<file path="src/rtl/noc_eject_ni.sv">
// Ejection network interface: buffers router flits, returns credits, checks framing and emits a sop/eop stream.
// Optional NOC_EJECT_STATS_EN adds pkt_cnt/err_cnt counters of delivered and errored packets.
//   state | meaning
//   IDLE  | waiting for a head flit; stray body/tail flits are discarded
//   RECV  | inside a packet, rem flits still expected
module noc_eject_ni #(
    parameter int x_size     = 4,
    parameter int y_size     = 4,
    parameter int MY_X       = 0,
    parameter int MY_Y       = 0,
    parameter int FIFO_DEPTH = 4,
    parameter int DATA_WIDTH = 64,
    parameter int FLIT_WIDRH = 2 + 5 + $clog2(x_size) + $clog2(y_size) + DATA_WIDTH
) (
    input  logic                  clk,
    input  logic                  rst,
    input  logic [FLIT_WIDRH-1:0] flit_in,
    output logic                  credit_out,
    output logic                  out_valid,
    input  logic                  out_ready,
    output logic [DATA_WIDTH-1:0] out_data,
    output logic                  out_sop,
    output logic                  out_eop,
    output logic                  out_err,
    output logic                  ovf_err
`ifdef NOC_EJECT_STATS_EN
    ,
    output logic [15:0]           pkt_cnt,
    output logic [15:0]           err_cnt
`endif
);

    localparam int XW = $clog2(x_size);
    localparam int YW = $clog2(y_size);
    localparam int AW = $clog2(FIFO_DEPTH);

    localparam logic [1:0] T_HEAD = 2'b01;
    localparam logic [1:0] T_BODY = 2'b10;
    localparam logic [1:0] T_TAIL = 2'b11;

    typedef enum logic {IDLE, RECV} state_t;

    logic [FLIT_WIDRH-1:0] mem [FIFO_DEPTH];
    logic [AW:0]           wr_ptr;
    logic [AW:0]           rd_ptr;
    logic                  empty;
    logic                  full;
    logic                  in_present;
    logic                  wr_en;
    logic                  pop;
    logic                  trunc;

    logic [FLIT_WIDRH-1:0] h_flit;
    logic [1:0]            h_type;
    logic [4:0]            h_len;
    logic [XW-1:0]         h_dx;
    logic [YW-1:0]         h_dy;
    logic [DATA_WIDTH-1:0] h_data;
    logic                  dst_ok;

    state_t                state;
    state_t                state_nxt;
    logic [4:0]            rem;
    logic [4:0]            rem_nxt;
    logic                  bad;
    logic                  bad_nxt;

    assign in_present = (flit_in[FLIT_WIDRH-1 -: 2] != 2'b00);
    assign empty      = (wr_ptr == rd_ptr);
    assign full       = (wr_ptr[AW] != rd_ptr[AW]) && (wr_ptr[AW-1:0] == rd_ptr[AW-1:0]);
    // A pop in the same cycle frees the slot, so a write into a full buffer still lands.
    assign wr_en      = in_present && (!full || pop);

    assign h_flit = mem[rd_ptr[AW-1:0]];
    assign h_type = h_flit[FLIT_WIDRH-1 -: 2];
    assign h_len  = h_flit[FLIT_WIDRH-3 -: 5];
    assign h_dx   = h_flit[DATA_WIDTH+YW +: XW];
    assign h_dy   = h_flit[DATA_WIDTH +: YW];
    assign h_data = h_flit[DATA_WIDTH-1:0];
    assign dst_ok = (h_dx == XW'(MY_X)) && (h_dy == YW'(MY_Y));

    always_ff @(posedge clk) begin
        if (wr_en) begin
            mem[wr_ptr[AW-1:0]] <= flit_in;
        end
    end

    always_ff @(posedge clk) begin
        if (!rst) begin
            wr_ptr     <= '0;
            rd_ptr     <= '0;
            ovf_err    <= 1'b0;
            credit_out <= 1'b0;
        end else begin
            if (wr_en) begin
                wr_ptr <= wr_ptr + 1'b1;
            end
            if (pop) begin
                rd_ptr <= rd_ptr + 1'b1;
            end
            if (in_present && full && !pop) begin
                ovf_err <= 1'b1;
            end
            credit_out <= pop;
        end
    end

    always_ff @(posedge clk) begin
        if (!rst) begin
            state <= IDLE;
            rem   <= '0;
            bad   <= 1'b0;
        end else begin
            state <= state_nxt;
            rem   <= rem_nxt;
            bad   <= bad_nxt;
        end
    end

    always_comb begin
        state_nxt = state;
        rem_nxt   = rem;
        bad_nxt   = bad;
        case (state)
            IDLE: begin
                if (pop && h_type == T_HEAD && h_len != 5'd0) begin
                    state_nxt = RECV;
                    rem_nxt   = h_len;
                    bad_nxt   = !dst_ok;
                end
            end
            RECV: begin
                if (trunc && out_ready) begin
                    state_nxt = IDLE;
                end else if (pop) begin
                    rem_nxt = rem - 5'd1;
                    if (out_eop) begin
                        state_nxt = IDLE;
                    end
                end
            end
            default: state_nxt = IDLE;
        endcase
    end

    always_comb begin
        out_valid = 1'b0;
        out_data  = '0;
        out_sop   = 1'b0;
        out_eop   = 1'b0;
        out_err   = 1'b0;
        pop       = 1'b0;
        trunc     = 1'b0;
        if (!empty) begin
            case (state)
                IDLE: begin
                    if (h_type == T_HEAD) begin
                        out_valid = 1'b1;
                        out_sop   = 1'b1;
                        out_data  = h_data;
                        out_eop   = (h_len == 5'd0);
                        out_err   = (h_len == 5'd0) && !dst_ok;
                        pop       = out_ready;
                    end else begin
                        pop = 1'b1;
                    end
                end
                RECV: begin
                    // A head mid-packet closes the current packet with an error beat and stays queued.
                    if (h_type == T_HEAD) begin
                        out_valid = 1'b1;
                        out_eop   = 1'b1;
                        out_err   = 1'b1;
                        trunc     = 1'b1;
                    end else begin
                        out_valid = 1'b1;
                        out_data  = h_data;
                        out_eop   = (rem == 5'd1) || (h_type == T_TAIL);
                        out_err   = ((rem == 5'd1) || (h_type == T_TAIL)) &&
                                    (bad || (h_type == T_TAIL && rem != 5'd1) ||
                                     (h_type == T_BODY && rem == 5'd1));
                        pop       = out_ready;
                    end
                end
                default: ;
            endcase
        end
    end

`ifdef NOC_EJECT_STATS_EN
    always_ff @(posedge clk) begin
        if (!rst) begin
            pkt_cnt <= '0;
            err_cnt <= '0;
        end else if (out_valid && out_ready && out_eop) begin
            pkt_cnt <= pkt_cnt + 16'd1;
            if (out_err) begin
                err_cnt <= err_cnt + 16'd1;
            end
        end
    end
`endif

endmodule
</file>
<file path="config.mk">
export PLATFORM = sky130hd
export DESIGN_NAME = noc_eject_ni
export DESIGN_NICKNAME = d
export VERILOG_FILES = /design/src/rtl/noc_eject_ni.sv
export SDC_FILE = /design/constraint.sdc
export NUM_CORES = 1
export LEC_CHECK = 0
export CORE_ASPECT_RATIO = 1.2
export CORE_MARGIN = 3
export CORE_UTILIZATION = 56
export DETAILED_ROUTE_END_ITERATION = 8
export GPL_ROUTABILITY_DRIVEN = 1
export PLACE_DENSITY_LB_ADDON = 0.3
export SYNTH_ARGS = -nofsm -noshare
export SYNTH_HDL_FRONTEND = slang
export SYNTH_SLANG_ARGS = --single-unit
</file>
<file path="constraint.sdc">
create_clock -name clk -period 5.2 [get_ports clk]
set_clock_uncertainty 0.05 [all_clocks]
set_input_delay 1.04 -clock clk [delete_from_list [all_inputs] [get_ports clk]]
set_output_delay 1.04 -clock clk [all_outputs]
set_load 0.03 [all_outputs]
</file>
==> results of run 1 <==
[cells by family after synthesis]
logic type | Yosys count
AND/OR/NAND/NOR | 125
XOR/XNOR | 6
multiplexers | 76
buffers and inverters | 45
flip-flops | 317
adder cells (fa/ha/maj) | 7
AO/OA/AOI/OAI | 34
[Yosys cell counts (3+ instances only)]
cell type	number	share of area (%)
and3_1	64	3.2
ha_1	7	0.71
a211oi_1	3	0.18
dfxtp_1	17	2.8
mux2i_1	3	0.24
inv_1	10	0.30
mux4_2	73	13
o21ai_0	7	0.28
nor4_1	4	0.20
or3_1	3	0.15
and2_1	4	0.20
edfxtp_1	300	73
xor2_1	4	0.28
nand3_1	3	0.12
nor3_1	5	0.20
nand2_1	14	0.43
a21oi_1	4	0.16
nand4_1	4	0.20
clkbuf_1	25	0.76
nor2_1	15	0.46
buf_2	6	0.24
[worst paths after layout]
check | startpoint | endpoint | cells past startpoint
max | state$_SDFF_PN0_ | out_data[16] | 5
min | ovf_err$_SDFFE_PN0P_ | ovf_err$_SDFFE_PN0P_ | 1
min reg2reg | ovf_err$_SDFFE_PN0P_ | ovf_err$_SDFFE_PN0P_ | 1
max reg2reg | flop | bad$_SDFFE_PN0P_ | 6
[layout make-up]
cell class | instances | share of cell area (%)
flip-flops and latches | 317 | 62.0
diodes | 1 | 0.0166
well taps | 270 | 2.24
multi-input cells | 249 | 19.0
clock buffers | 41 | 5.39
repair buffers | 159 | 10.5
clock inverters | 15 | 0.572
inverters | 11 | 0.274
[per-layer routing]
layer  track usage, %  vias up  part of all wire (%)
met3             3.33       46                   6.2
met1             27.5     3249                    38
li1                 -     2827                     -
met5                0        -                 0.089
met4             5.68        4                   2.3
met2             36.1      239                    53
[flip-flops by register name (all words and copies together), names as in the netlist, named ones only]
name / count
ovf_err: 1
rd_ptr: 3
wr_ptr: 3
mem: 300
bad: 1
rem: 5
state: 1
credit_out: 1
[power groups by stage]
stage                     logic (uW)  clock network (uW)  registers [uW]
after detailed placement        2380                   0            3190
after CTS                       2390                2020            3140
after global routing            2540                2120            3160
after global placement          2350                   0            3170
after floorplan                 1570                   0            3170
final                           2380                1990            3140
[stage by stage]
stage / power, uW / hold WS (ns)
2_1_floorplan: 4740 / 0.414
3_3_place_gp: 5520 / 0.399
3_5_place_dp: 5570 / 0.412
4_1_cts: 7560 / 0.428
5_1_grt: 7830 / 0.465
6_report: 7510 / 0.418
==> reports/results.tsv, run 1 <==
stage	metric	value	unit
route	Routed WL	24.8	mm
power	sequential share of power	41.8	%
route	count of antenna-violating nets left after detailed routing	0	
sta	final setup fails	0	
cts	CTS tree	built	
route	first-iteration detailed-routing DRC count	494	
sta	Setup TNS	0	ns
layout	most frequent cells in the layout	edfxtp_1, clkdlybuf4s50_1, mux4_2, and3_1, clkbuf_16	
global_routing	GR Overflow Total	0	
critical_path	crit path cell chain	clkinv_1, xnor2_4, buf_4, and3_1, clkdlybuf4s50_1	
sta	final slew viol count	0	
cts	postcts setup bufs	0	
synth	cell area after synthesis	12400	sq um
cts	Reg clk slew, reported paths	0.06	ns
synth	Post-synth EDFFs	300	
route	drt first pass iters	5	
placed_design	Placer Congestion	0.845	
cts	clock net sink count	317	
critical_path	Startpoint Class	flop	
synth	count of cell types in the netlist	49	
power	Switching Fraction	31.1	%
cts	clk buf depth	3	
synth	Synth warnings	0	
route	drt via density	5.99	
floorplanning	# IOs	148	
floorplanning	Initial Util	58.0	%
global_routing	initial antenna violation count	3	
critical_path	critical path's largest stage delay	0.74	ns
synth	Avg Cell Area, Syn	20.3	sq um
floorplanning	row count	58	
synth	Post-Synth Simple-Gate Area	5.91	%
sta	Slew Limit Headroom	30.7	%
critical_path	Top delay family on crit path	buffers and inverters	
layout	Final Instance Area	15100	sq um
layout	commonest non-fill, non-tap cell in the layout	edfxtp_1	
synth	Post-Synth XOR/XNOR Area	0.577	%
synth	flops & latches, synth	317	
synth	post-synthesis async set-or-reset flop share	0	%
synth	ys flop type	edfxtp_1	
sta	minimum clock period after layout	4.87	ns
placed_design	Inst Count DP	1005	
layout	sequential cell area	9360	sq um
route	# DRC	0	
cts	clock latency on the worst-skew pair	0.55	ns
synth	Synth Instances	610	
power	leak pwr	0.00509	uW
floorplanning	die height	169	um
synth	post-synthesis mux area share	13.5	%
route	Via Count	6365	
layout	fill count	1351	
layout	multi-input logic area	2870	sq um
layout	fin util	70.7	%
layout	Finished Layout Cells	1063	
sta	Least-Margin Pin Slew	1.04	ns
placed_design	Post-DP HPWL	14.9	mm
synth	adder-cell share of the synthesized area	0.708	%
power	maximum vdd drop	357	uV
layout	layout cells sized above 1	18.1	%
global_routing	Total Routing Usage GR	20.8	%
sta	fmax	0.205	GHz
cts	hold_buf cts	0	
cts	Gates resized, CTS repair	0	
critical_path	CP max stage cell	xnor2_4	
placed_design	DP Worst Slack	0.733	ns
critical_path	R2R setup slack	1.99	ns
status	status	complete, no violations	
cts	Root Driver	clkbuf_16	
layout	Final #Nets	853	
critical_path	Crit Path Max Fanout	28	
floorplanning	die outline width	142	um
power	Sw Pwr	2330	uW
power	logic gate share of total power	31.7	%
sta	final period utilization	93.7	%
sta	worst setup margin	0.329	ns
critical_path	Crit Path Category	reg2out	
floorplanning	Die ar.	23900	sq um
critical_path	Worst Path Arrival	3.78	ns
critical_path	CP Capture Type	output port	
global_routing	largest net degree at the start of global routing	76	
synth	sequential share of the synthesized area	75.6	%
global_routing	global-route wire length before repair	38.6	mm
cts	H-tree depth	1	
job	MaxCap Viol Count	0	
global_routing	number of global-route vias before repair	6867	
route	WL per Instance	23.3	um
critical_path	crit path buf inv count	3	
placed_design	IO buf count	147	
critical_path	worst path required time	4.11	ns
placed_design	cell area after placement	14200	sq um
floorplanning	Core Region	21300	sq um
layout	synthesis-to-layout area growth	22.0	%
cts	CTS Buf Count	30	
power	Clk pwr share	26.5	%
synth	Net Count, Synth	695	
power	P_int	5170	uW
synth	largest family of logic cells by synthesized area	multiplexers	
min_path	min-delay worst type	reg2reg	
sta	RSZ-0062 raised after global routing	no	
power	power per cell area	497	nW/um^2
sta	endpoints failing hold	0	
synth	Compound-Gate Fraction of Synth Area	2.17	%
Note: power is estimated with default switching activity, not from simulation.
==> inputs of run 2 (changes only) <==
--- a/config.mk
+++ b/config.mk
@@ -5,9 +5,11 @@
 export SDC_FILE = /design/constraint.sdc
 export NUM_CORES = 1
 export LEC_CHECK = 0
+export ABC_AREA = 1
 export CORE_ASPECT_RATIO = 1.2
 export CORE_MARGIN = 3
 export CORE_UTILIZATION = 56
+export CTS_CLUSTER_SIZE = 28
 export DETAILED_ROUTE_END_ITERATION = 8
 export GPL_ROUTABILITY_DRIVEN = 1
 export PLACE_DENSITY_LB_ADDON = 0.3
==> reports/results.tsv, run 2 <==
stage	metric	value	unit
synth	flops & latches, synth	317	
status	status	complete, no violations	
sta	worst hold slack	0.435	ns
synth	area share of the leading cell type in the synthesized netlist	70.4	%
cts	CTS tree	built	
sta	fmax	0.208	GHz
synth	Avg Cell Area, Syn	13.9	sq um
placed_design	Placer Congestion	0.807	
sta	final setup fails	0	
power	leak pwr	0.00550	uW
floorplanning	# IOs	148	
floorplanning	Initial Util	58.0	%
global_routing	global-route wire length before repair	41.5	mm
global_routing	largest net degree at the start of global routing	80	
cts	CTS Buf Count	30	
route	drt via density	5.78	
critical_path	Top delay family on crit path	buffers and inverters	
synth	Net Count, Synth	1003	
critical_path	crit path cell chain	inv_2, nand3_1, nand2_1, nand2_4, nor2_2, inv_2, nand2_4, buf_12, a221oi_2, clkdlybuf4s50_1	
global_routing	Total Routing Usage GR	21.4	%
route	drt first pass iters	5	
critical_path	worst path required time	4.11	ns
cts	Gates resized, CTS repair	0	
placed_design	Post-DP HPWL	15.0	mm
route	first-iteration detailed-routing DRC count	563	
route	Routed WL	26.8	mm
cts	clock net sink count	317	
synth	Synth warnings	0	
layout	most frequent cells in the layout	edfxtp_1, nand2_1, clkdlybuf4s50_1, a21oi_1, a221oi_2	
global_routing	number of global-route vias before repair	7695	
layout	layout cells sized above 1	13.7	%
sta	final period utilization	92.3	%
sta	minimum clock period after layout	4.80	ns
cts	hold_buf cts	0	
floorplanning	Die ar.	24700	sq um
job	MaxCap Viol Count	0	
sta	Least-Margin Pin Slew	0.877	ns
synth	post-synthesis async set-or-reset flop share	0	%
synth	most common cell in the netlist	edfxtp_1	
layout	flip-flop count of the largest register after layout	300	
critical_path	Crit Path Max Fanout	37	
synth	synth top area cells	edfxtp_1, a221oi_2, nand2_1	
cts	Reg clk slew, reported paths	0.06	ns
synth	sequential share of the synthesized area	73.1	%
sta	endpoints failing hold	0	
floorplanning	die height	172	um
layout	commonest non-fill, non-tap cell in the layout	edfxtp_1	
synth	Post-synth EDFFs	300	
power	power per cell area	551	nW/um^2
min_path	min-delay worst type	reg2reg	
sta	RSZ-0062 raised after global routing	no	
critical_path	crit path buf inv count	4	
critical_path	Worst Path Arrival	3.71	ns
route	# DRC	0	
floorplanning	die outline width	144	um
critical_path	CP max stage cell	clkdlybuf4s50_1	
global_routing	initial antenna violation count	2	
synth	cell area after synthesis	12800	sq um
sta	final slew viol count	0	
critical_path	Startpoint Class	flop	
critical_path	CP Capture Type	output port	
route	WL per Instance	19.8	um
layout	synthesis-to-layout area growth	21.7	%
power	Tot Pwr	8580	uW
placed_design	IO buf count	147	
synth	cell taking the most area after synthesis	edfxtp_1	
layout	Final #Nets	1139	
synth	Synth Instances	918	
route	count of antenna-violating nets left after detailed routing	0	
synth	ys flop type	edfxtp_1	
synth	top cells by count, synth	edfxtp_1, nand2_1, a21oi_1	
synth	count of cell types in the netlist	35	
cts	clk buf depth	3	
cts	Root Driver	clkbuf_16	
floorplanning	Core Region	22100	sq um
cts	clock latency on the worst-skew pair	0.54	ns
cts	postcts setup bufs	0	
sta	Setup TNS	0	ns
critical_path	critical path's largest stage delay	0.73	ns
sta	Slew Limit Headroom	41.5	%
critical_path	Crit Path Category	reg2out	
cts	H-tree depth	1	
floorplanning	row count	59	
power	maximum vdd drop	337	uV
global_routing	GR Overflow Total	0	
route	Via Count	7830	
## run 2: changes by cell type after synthesis, sizes merged, moves of 4 or more
cell    before  now
nand3        3   23
nor4         4    0
mux4        73    0
buf          9   20
nor2        15   38
and3        64    0
inv         10   26
a21oi        4  141
clkbuf      25   35
nand2       14  216
a221oi       0   63
and2         4    0
a211oi       4    0
o21ai        7   12
## run 2: worst paths after layout
| kind | cells after the start | start | endpoint | slack, ns |
|---|---|---|---|---|
| setup / recovery | 10 | flop | out_data[12] | 0.40 |
| hold / removal | 2 | ovf_err$_SDFFE_PN0P_ | ovf_err$_SDFFE_PN0P_ | 0.44 |
| setup reg to reg | 11 | flop | mem[1][13]$_DFFE_PP_ | 1.91 |
| hold reg to reg | 2 | ovf_err$_SDFFE_PN0P_ | ovf_err$_SDFFE_PN0P_ | 0.44 |
## run 2: final cells by class
type	instances	area (sq um)
Antenna cell	2	5.00
Clock buffer	35	791
Clock inverter	21	234
Fill cell	1479	6500
Inverter	28	108
Multi-Input combinational cell	518	3090
Sequential cell	317	9360
Tap cell	274	343
Timing Repair Buffer	159	1650
## run 2: worst register-to-register path, cell delays in order (launching register included)
cell     delay (ns)
dfxtp_4        0.66
inv_2          0.27
nand3_1        0.14
nand2_1        0.11
nand2_4        0.14
nand2_1        0.09
nand2_1        0.10
nand2_2        0.06
nand2_2        0.11
nand2_4        0.12
nor2_4         0.52
buf_4          0.53
## run 2: stage by stage
step | area (sq um) | setup WS (ns) | utilization, % | instances
2_1_floorplan | 12800 | 0.134 | - | 918
3_3_place_gp | 14500 | 0.973 | 65.9 | 1296
3_5_place_dp | 14500 | 0.931 | 65.9 | 1296
4_1_cts | 15600 | 0.342 | 70.5 | 1352
5_1_grt | 15600 | 0.172 | 70.6 | 1353
6_report | 15600 | 0.400 | 70.6 | 1354
## run 2: per-layer routing
metal	GRT usage, %	up-vias	share of wire, %
met4	7.45	2	2.9
li1	-	3679	-
met3	3.81	53	6.8
met5	0	-	0.026
met1	28.7	3819	40
met2	35.6	277	50
## run 2: kinds of logic after synthesis
group / share of synthesized area [%]
adders and majority gates: 0.684
buffers and inverters: 3.06
AOI/OAI and AO/OA: 13.5
DFF: 73.1
and+or+nand+nor: 9.27
xor gates and xnor gates: 0.411
## run 2: power by group
group          total, uW  switching [uW]  internal (uW)
registers           3190             157           3030
clock network       2230             894           1330
logic               3170            2110           1060
==> variant 1: new RTL, flow settings as in run 2 <==
Add a define of `NOC_EJECT_STATS_EN`.
--- a/src/rtl/noc_eject_ni.sv
+++ b/src/rtl/noc_eject_ni.sv
@@ -5,2 +5,4 @@
 //   RECV  | inside a packet, rem flits still expected
+`define NOC_EJECT_STATS_EN
+
 module noc_eject_ni #(
Formal check against the unedited RTL (old outputs only; new: err_cnt and pkt_cnt): no difference found for any inputs over 4 cycles, from zero or initial values and one cycle with rst low; that may be too few to reach the edited logic, so the function may still have changed.
==> variant 1 against run 2 <==
- register-to-register slack got worse by 0.09 ns
- setup slack got worse by 0.045 ns
- maximum frequency decreased by 0.93%
- area after synthesis increased by 10%
- count of clock-buffer cells in the layout increased by 10
- via count increased by 25%
- worst hold slack improved by 0.00087 ns
- power decreased by 0.34%
- core utilization increased by 0.78 points
- global-route usage increased by 2.2 points
- wire length increased by 19%
- sequential cell count increased by 32
- cell area increased by 12%
- critical path type unchanged
==> variant 1: results (changes against run 2) <==
[placement]
hpwl_mm=18.40  ; +23%
placed_cell_area_sq_um=16140  ; +11%
placedCellCount=1618  ; +25%
place.gp.congestion=0.8521  ; +5.6%
post-place-ws_ns=0.6444  ; -0.2862 ns
io_buffers=179  ; +22%

[global_route]
grt_pass1_wl_mm=51.38  ; +24%
grt_max_degree=109  ; +36%

[layout]
n_antenna_cell=0  ; -2
fin_nets=1422  ; +25%
drive_above_1_share_pct=6.608  ; -7.1 points

[drt]
dr_wl_met2_mm=16.12  ; +20%
viasPerCell=5.838  ; +0.95%
routedWlPerCell_microns=18.96  ; -4.1%
drtIter0Drc=786  ; +40%
wl_met3_mm=2.784  ; +54%
met1_length_mm=12.04  ; +12%

[logic_synthesis]
synth_edf_count=300  ; unchanged
netlist_top_cells_count=edfxtp_1 (300), nand2_1 (274), a21oi_1 (160)
ys_seq_area_share_pct=70.98  ; -2.1 points
syn-num-nets=1260  ; +26%
synthTopCellsByArea=edfxtp_1 (64%), nand2_1 (7.3%), dfxtp_1 (7.0%), a21oi_1 (5.7%), a221oi_1 (3.9%)

[clocking]
cts_buffers=35  ; +17%
htreeDepth=2  ; +1
clk_latency_ns=0.51  ; -0.03 ns

[status]
status=finished clean

[power_and_ir_drop]
sw_frac_of_total_pct=33.01  ; -3.8 points
ir_drop_uv=478.2  ; +42%
leakagePower_nw=5.947  ; +8.1%

[critical_path]
slowest_delay_ns=0.75  ; +0.02 ns

variant 1: cell types whose count changed in the layout (fill, tap and decap cells not counted), sizes merged, moves of 8 or more:
cell / delta
nand2: +61
clkdlybuf4s50: +32
dfxtp: +32
nor2: +30
inv: +23
a21oi: +20
nand3: +20
nand4: +17
xor2: +13
clkbuf: +10
nor3: +8
o21ai: +8
xnor2: +8
variant 1: final timing paths:
kind / from / to / slack (ns) / cells after the start
setup / recovery: register / out_data[37] / 0.36 / 13
hold / removal: rem[3] / rem[3] / 0.44 / 2
hold reg to reg: rem[3] / rem[3] / 0.44 / 2
setup reg to reg: register / mem[2][9] / 1.82 / 13
variant 1: area by class of cell:
type / count / area, sq um
well taps: 320 / 400.4
clock buffers: 45 / 934.6
inverters: 50 / 190.2
multi-input cells: 709 / 3637
clock inverters: 19 / 294.0
fillers: 1642 / 6980
repair buffers: 190 / 1927
flip-flops and latches: 349 / 9995
variant 1: power by group through the flow:
stage	Combinational, W	Clock, W	Sequential (W)
finish	0.00247	0.00265	0.00343
floorplan	0.00159	0	0.00347
global route	0.00268	0.00281	0.00346
CTS	0.00247	0.00270	0.00343
global placement	0.00243	0	0.00348
detailed placement	0.00244	0	0.00349
variant 1: routing by layer:
layer | vias to the layer above | track usage (%)
li1 | 4568 | -
met1 | 4739 | 30.02
met2 | 431 | 39.08
met3 | 77 | 6.146
met4 | 4 | 8.454
met5 | - | 0
variant 1: logic make-up after synthesis:
logic type / after synthesis / share of synthesized area, %
AOI/OAI and AO/OA: 247 / 10.61
xor gates and xnor gates: 27 / 1.680
adders and majority gates: 9 / 0.8001
buffers and inverters: 115 / 3.449
DFF: 349 / 70.98
and+or+nand+nor: 426 / 12.48
variant 1: worst min-delay path: stages (launching register included):
cell and delay, ns:
dfxtp_1 0.33, nor2_1 0.05, nor2_1 0.08
==> variant 2: new RTL, flow settings as in run 2 <==
Made on the original files. Put one more register stage on the output `credit_out`. The value now appears one clock later. The other outputs are not delayed to match.
--- a/src/rtl/noc_eject_ni.sv
+++ b/src/rtl/noc_eject_ni.sv
@@ -42,2 +42,4 @@
 
+    logic credit_s0;
+
     logic [FLIT_WIDRH-1:0] mem [FIFO_DEPTH];
@@ -92,3 +94,3 @@
             ovf_err    <= 1'b0;
-            credit_out <= 1'b0;
+            credit_s0 <= 1'b0;
         end else begin
@@ -103,3 +105,3 @@
             end
-            credit_out <= pop;
+            credit_s0 <= pop;
         end
@@ -203,2 +205,6 @@
 
+    always_ff @(posedge clk) begin
+        credit_out <= credit_s0;
+    end
+
 endmodule
Formal check against the unedited RTL: not equivalent (Yosys sat finds a counterexample within 4 cycles, from zero or initial values and one cycle with rst low).
==> variant 2 against run 2 <==
- setup slack gained 0.27 ns
- wire length rose by 0.91%
- non-clock buffer count did not move
- register-to-register slack better by 0.75 ns
- first-iteration DRC count grew 3.7%
- core utilization is 1.2 points lower
- die area grew 0.15%
- combinational power rose by 2%
- power rose by 0.45%
- clock power rose by 2%
- area after synthesis is 0.16% higher
- worst hold slack worse by 0.16 ns
- sequential cell count up 1
- cell area barely moved
==> variant 2: results (changes against run 2) <==
[drt]
met1_length_mm=10.81  ; +0.66%
drtIter0Drc=584  ; +3.7%
vias=7904  ; +0.95%
wl_met3_mm=1.695  ; -6.4%

[layout]
drive_above_1_share_pct=13.62  ; -0.11 points
n_fill_cell=1496  ; +1.1%
fin_cells=1359  ; +0.37%
fin_nets=1140  ; +0.088%

[logic_synthesis]
ys_seq_area_share_pct=73.10  ; about the same
synthTopCellsByArea=edfxtp_1 (70%), a221oi_2 (6.9%), nand2_1 (6.1%), a21oi_1 (5.4%), dfxtp_1 (2.8%)
avgSynthCellArea_sq_um=13.95  ; about the same
syn-num-nets=1004  ; +0.10%

[power_and_ir_drop]
leakagePower_nw=5.507  ; +0.12%
p_sw_w=0.003172  ; +0.28%
p_clk_share_pct=26.4  ; +0.5 points
p_seq_w=0.00313  ; -2%
internal_power_w=0.005451  ; +0.55%
ir_drop_uv=422.7  ; +25%

[global_route]
antenna_found_initial=3  ; +1
grt_use_met2_pct=37.00  ; +1.4 points
grt_use_met3_pct=4.116  ; +0.31 points
use_met1_pct=28.07  ; -0.62 points
grt_pass1_wl_mm=41.77  ; +0.58%
grt_max_degree=88  ; +10%

[placement]
placedCellCount=1302  ; +0.46%
place.gp.congestion=0.8536  ; +5.8%

[critical_path]
crit_path_start_kind=register
cp_max_fo=35  ; -5.4%
setup.worst_path.end=out_data[5]
arrival_ns=3.44  ; -0.27 ns
rrSetupSlack_ns=2.66  ; +0.75 ns

[hold_path]
hold_depth=0  ; -2
min_from=credit_s0

[sta]
fmax_mhz=220.6  ; +5.9%
maxSlewHeadroom_pct=35.25  ; -6.3 points
finalHoldWorstSlack_ns=0.2766  ; -0.1585 ns

[status]
status=finished clean

==> variant 2: cell count changes after synthesis <==
cell     delta
dfxtp_1     +1
==> variant 2: per-stage QoR <==
| stage | area [sq um] | util (%) |
|---|---|---|
| 5_1_grt | 15580 | 69.40 |
| 4_1_cts | 15570 | 69.39 |
| 3_3_place_gp | 14530 | 64.74 |
| 3_5_place_dp | 14530 | 64.74 |
| 2_1_floorplan | 12820 | - |
| 6_report | 15580 | 69.40 |
==> variant 2: area by class of cell <==
class,instances,area (sq um),share of cell area (%)
antenna,1,2.502,0.01606
tap,279,349.1,2.241
timing repair buffer,159,1612,10.35
clock inverter,23,260.3,1.671
inverter,28,107.6,0.6908
multi-input combinational,518,3087,19.82
clock buffer,33,783.3,5.028
sequential,318,9376,60.19
==> variant 2: logic make-up after synthesis <==
kind of cell | share of synthesized area, %
flip-flops | 73.10
adder cells (fa/ha/maj) | 0.6833
AO/OA/AOI/OAI | 13.50
buffers and inverters | 3.056
AND/OR/NAND/NOR | 9.254
XOR/XNOR | 0.4101
